===== src/rtl/gf180mcu_fd_sc_mcu9t5v0__dffnq_pipe.sv =====
// gf180mcu_fd_sc_mcu9t5v0__dffnq_pipe: negative-edge data pipeline with valid tags, occupancy count and scan chain
module gf180mcu_fd_sc_mcu9t5v0__dffnq_pipe #(
    parameter int WIDTH = 1,
    parameter int DEPTH = 2,
    parameter logic [WIDTH-1:0] RESET_VAL = '0
) (
`ifdef USE_POWER_PINS
    inout  wire                         VDD,
    inout  wire                         VSS,
`endif
    input  logic                        CLKN,
    input  logic                        RN,
    input  logic [WIDTH-1:0]            D,
    input  logic                        DV,
    input  logic                        EN,
    input  logic                        SE,
    input  logic                        SI,
    output logic [WIDTH-1:0]            Q,
    output logic                        QV,
    output logic                        SO,
    output logic [$clog2(DEPTH+1)-1:0]  CNT
);
    localparam int N  = WIDTH * DEPTH;
    localparam int CW = $clog2(DEPTH + 1);

    // Stage i occupies s[i*WIDTH +: WIDTH], so the scan chain runs from bit 0 up to bit N-1
    logic [N-1:0]     s;
    logic [DEPTH-1:0] v;

    // Reset beats scan beats advance; hold is the implicit else
    always_ff @(negedge CLKN or negedge RN)
        if (!RN) begin
            s   <= {DEPTH{RESET_VAL}};
            v   <= '0;
            CNT <= '0;
        end else if (SE) begin
            s <= N'({s, SI});
        end else if (EN) begin
            s   <= N'({s, D});
            v   <= DEPTH'({v, DV});
            CNT <= CNT + CW'(DV) - CW'(v[DEPTH-1]);
        end

    assign Q  = s[N-1 -: WIDTH];
    assign QV = v[DEPTH-1];
    assign SO = s[N-1];

`ifndef FUNCTIONAL
    specify
        $setuphold(negedge CLKN, D, 0, 0);
        $setuphold(negedge CLKN, DV, 0, 0);
        $setuphold(negedge CLKN, EN, 0, 0);
        $setuphold(negedge CLKN, SE, 0, 0);
        $setuphold(negedge CLKN, SI, 0, 0);
        $width(negedge CLKN, 0);
        $width(posedge CLKN, 0);
        $recrem(posedge RN, negedge CLKN, 0, 0);
    endspecify
`endif
endmodule

===== config.mk =====
export PLATFORM = sky130hd
export DESIGN_NAME = gf180mcu_fd_sc_mcu9t5v0__dffnq_pipe
export DESIGN_NICKNAME = d
export VERILOG_FILES = /design/src/rtl/gf180mcu_fd_sc_mcu9t5v0__dffnq_pipe.sv
export SDC_FILE = /design/constraint.sdc
export NUM_CORES = 1
export LEC_CHECK = 0
export CAP_MARGIN = 20
export CORE_AREA = 2 2 39 41
export CTS_BUF_LIST = sky130_fd_sc_hd__clkbuf_8
export DETAILED_ROUTE_END_ITERATION = 8
export DIE_AREA = 0 0 41 43
export DONT_BUFFER_PORTS = 1
export PLACE_DENSITY = 0.37
export SKIP_CTS_REPAIR_TIMING = 1
export SLEW_MARGIN = 20
export SYNTH_ARGS = -nofsm -noshare
export SYNTH_HDL_FRONTEND = slang
export SYNTH_SLANG_ARGS = --single-unit

===== constraint.sdc =====
create_clock -name CLKN -period 1.5 [get_ports CLKN]
set_input_delay 0.375 -clock CLKN [delete_from_list [all_inputs] [get_ports CLKN]]
set_output_delay 0.375 -clock CLKN [all_outputs]
set_load 0.01 [all_outputs]

After elaboration in Yosys (flattened, before gate mapping). Index checks and enable logic that the tools add are counted.

Output and inout port bits: 5. Flip-flop bits (word level): 6. Input bits: 7.

Reduce and logical (&&, ||, !) cells: 2. Bitwise operators: 1. Add/subtract/negate cells: 2. Muxes and demuxes: 2.

Operators by type and width (number): $mux 2 (2); $add 2x1->2 (1); $reduce_and 2->1 (1); $reduce_bool 2->1 (1); $sub 2x1->2 (1); $not 1->1 (1).

Longest topological paths before layout. Gate-level depths: netlist of the first run.

Word-level depth: 2. Mapped depth: 7.

==> impl_metrics.json, run 1 <==
{
  "status": "finished, violations left",
  "violations": "negative setup slack",
  "cts_tree": "yes",
  "reg2regPathDepth": 7,
  "routed.top_layer": "met3",
  "io_buffer_count": 0,
  "fin_cells": 43,
  "finalNetCount": 38,
  "clock_path_buffers": 2,
  "synthesis.instances": 24,
  "cts-buffers-inserted": 3,
  "cp.arrival_ps": 1510,
  "max_slew.worst_pin.slew_ps": 228,
  "track_usage": 0.0744,
  "grt_max_degree": 7,
  "syn_nets": 33,
  "layout_common_cells": "6 x dfrtn_1, 3 x mux2_4, 3 x nand2_1, 3 x clkbuf_8, 2 x o21ai_0",
  "first_iter_violations": 0,
  "cts_max_level": 1,
  "avgViaCountPerCell": 4.12,
  "drt-total-wl_microns": 522,
  "cp-end-kind": "output port",
  "grt_pass1_wl_microns": 800,
  "p_total_mw": 0.679,
  "ios": 12,
  "fin_area_sq_um": 383,
  "r2r_setup_slack_ps": -20,
  "synthTopCellsByArea": "dfrtn_1 51%, ha_1 8.5%, mux2_1 7.7%",
  "drv_cap": 0,
  "die_x_microns": 41,
  "grt-ovfl-total": 0,
  "finalWorstSetupSlack_ps": -385,
  "hold_violations": 0,
  "placed_cell_area_sq_um": 342,
  "first_global_vias": 213,
  "synth_largest_area_cell": "dfrtn_1",
  "core-area_sq_um": 1380,
  "syn_avg_cell_area_sq_um": 12.3,
  "dieArea_sq_um": 1760,
  "grt_antenna_before_repair": 0,
  "diodes": 0,
  "start_kind": "flip-flop",
  "drc": 0,
  "rsz0062_at_grt": "true",
  "via_count": 177,
  "yosysSeqAreaShare": 0.511,
  "leakage_nw": 0.176,
  "ys_types": 13,
  "ant_nets": 0,
  "gp_congestion": 0.754,
  "cp_data_required_time_ps": 1120,
  "wl_met1_microns": 200,
  "p_per_area_nw_per_um2": 1770,
  "floorplan.initialDensity": 0.212,
  "area_delta_synth_final_pct": 30.2,
  "r2r_start": "CNT[0]",
  "whs_ps": 467,
  "wire_per_inst_microns": 12.1,
  "r2r-end": "CNT[1]",
  "post-place-ws_ps": -296,
  "cts.sinks": 6,
  "clock_latency_ps": 240,
  "min_path_type": "in -> async",
  "rows": 14,
  "path_class": "reg -> out",
  "clockRootBuffer": "clkbuf_8",
  "finalClockSkew_ps": 1.76,
  "setup_viol_count_final": 8,
  "final_common_cell": "dfrtn_1",
  "drtPass1Iterations": 1,
  "drive_above_1_share": 0.407,
  "routed-wl-met2_microns": 250,
  "critPathMaxFanout": 3,
  "synth_top_area_share": 0.511,
  "slew_violations": 0,
  "yosysWarnings": 0,
  "clk_pin_slew_ps": 30,
  "vdd_ir_drop_max_mv": 0.313,
  "syn_area_sq_um": 294,
  "ys_seq_elements": 6,
  "maxSlewHeadroom": 0.848,
  "route.met3.wl_microns": 71,
  "placedCellCount": 40,
  "die_h_microns": 43
}
how the worst max path moves through the flow:
stage               from  slack (ps)  endpoint  cells past startpoint
finish              s[1]        -390         Q                      0
global route        s[1]        -420         Q                      0
CTS                 s[1]        -390         Q                      0
detailed placement    DV        -300    CNT[1]                      4
global placement      DV        -280    CNT[1]                      4
floorplan             EN        -260      v[0]                      2
layout make-up:
type	count	area, sq um
Clock buffer	3	41.3
Fill cell	149	1000
Inverter	2	7.51
Multi-Input combinational cell	15	156
Sequential cell	6	150
Tap cell	16	20.0
Timing Repair Buffer	1	7.51
cell usage after synthesis (all sizes together):
cell	instances
buf	1
dfrtn	6
ha	2
inv	2
mux2	3
mux2i	1
nand2	3
nor2	1
nor2b	1
o21ai	2
xnor2	1
xor2	1
where the power goes:
group	switching [mW]	leakage (nW)	internal [mW]
combinational	0.0726	0.0831	0.103
sequential	0.0560	0.0718	0.211
clock	0.0642	0.0216	0.172
total	0.193	0.176	0.486
flip-flops by register name (all words and copies together), names as in the netlist:
signal,cells
v,2
CNT,2
s,2
metal layers:
metal / up-vias / global-route usage
met5: - / 0
met4: 0 / 0.0600
met3: 0 / 0.0524
met2: 7 / 0.103
met1: 85 / 0.0712
li1: 85 / -
metrics by stage:
step / utilization / setup TNS (ps)
final: 0.277 / -1880
after detailed placement: 0.247 / -1690
after global routing: 0.277 / -2080
after CTS: 0.277 / -1910
after floorplan: - / -1480
after global placement: 0.247 / -1650
cells by family after synthesis:
logic type                 Yosys count  share of synthesized area
AOI/OAI and AO/OA                    2                     0.0340
muxes                                4                      0.162
adders and majority gates            2                     0.0851
DFF                                  6                      0.511
buffers and inverters                3                     0.0511
and+or+nand+nor                      5                     0.0978
xor gates and xnor gates             2                     0.0596
Power figures use the tool's default switching activity.
==> run 2, diff against run 1 <==
--- a/config.mk
+++ b/config.mk
@@ -11,6 +11,7 @@
 export DETAILED_ROUTE_END_ITERATION = 8
 export DIE_AREA = 0 0 41 43
 export DONT_BUFFER_PORTS = 1
+export GPL_ROUTABILITY_DRIVEN = 1
 export PLACE_DENSITY = 0.37
 export SKIP_CTS_REPAIR_TIMING = 1
 export SLEW_MARGIN = 20
==> results of run 2 <==
The final DEF is identical to that of run 1; final timing and power are the same.
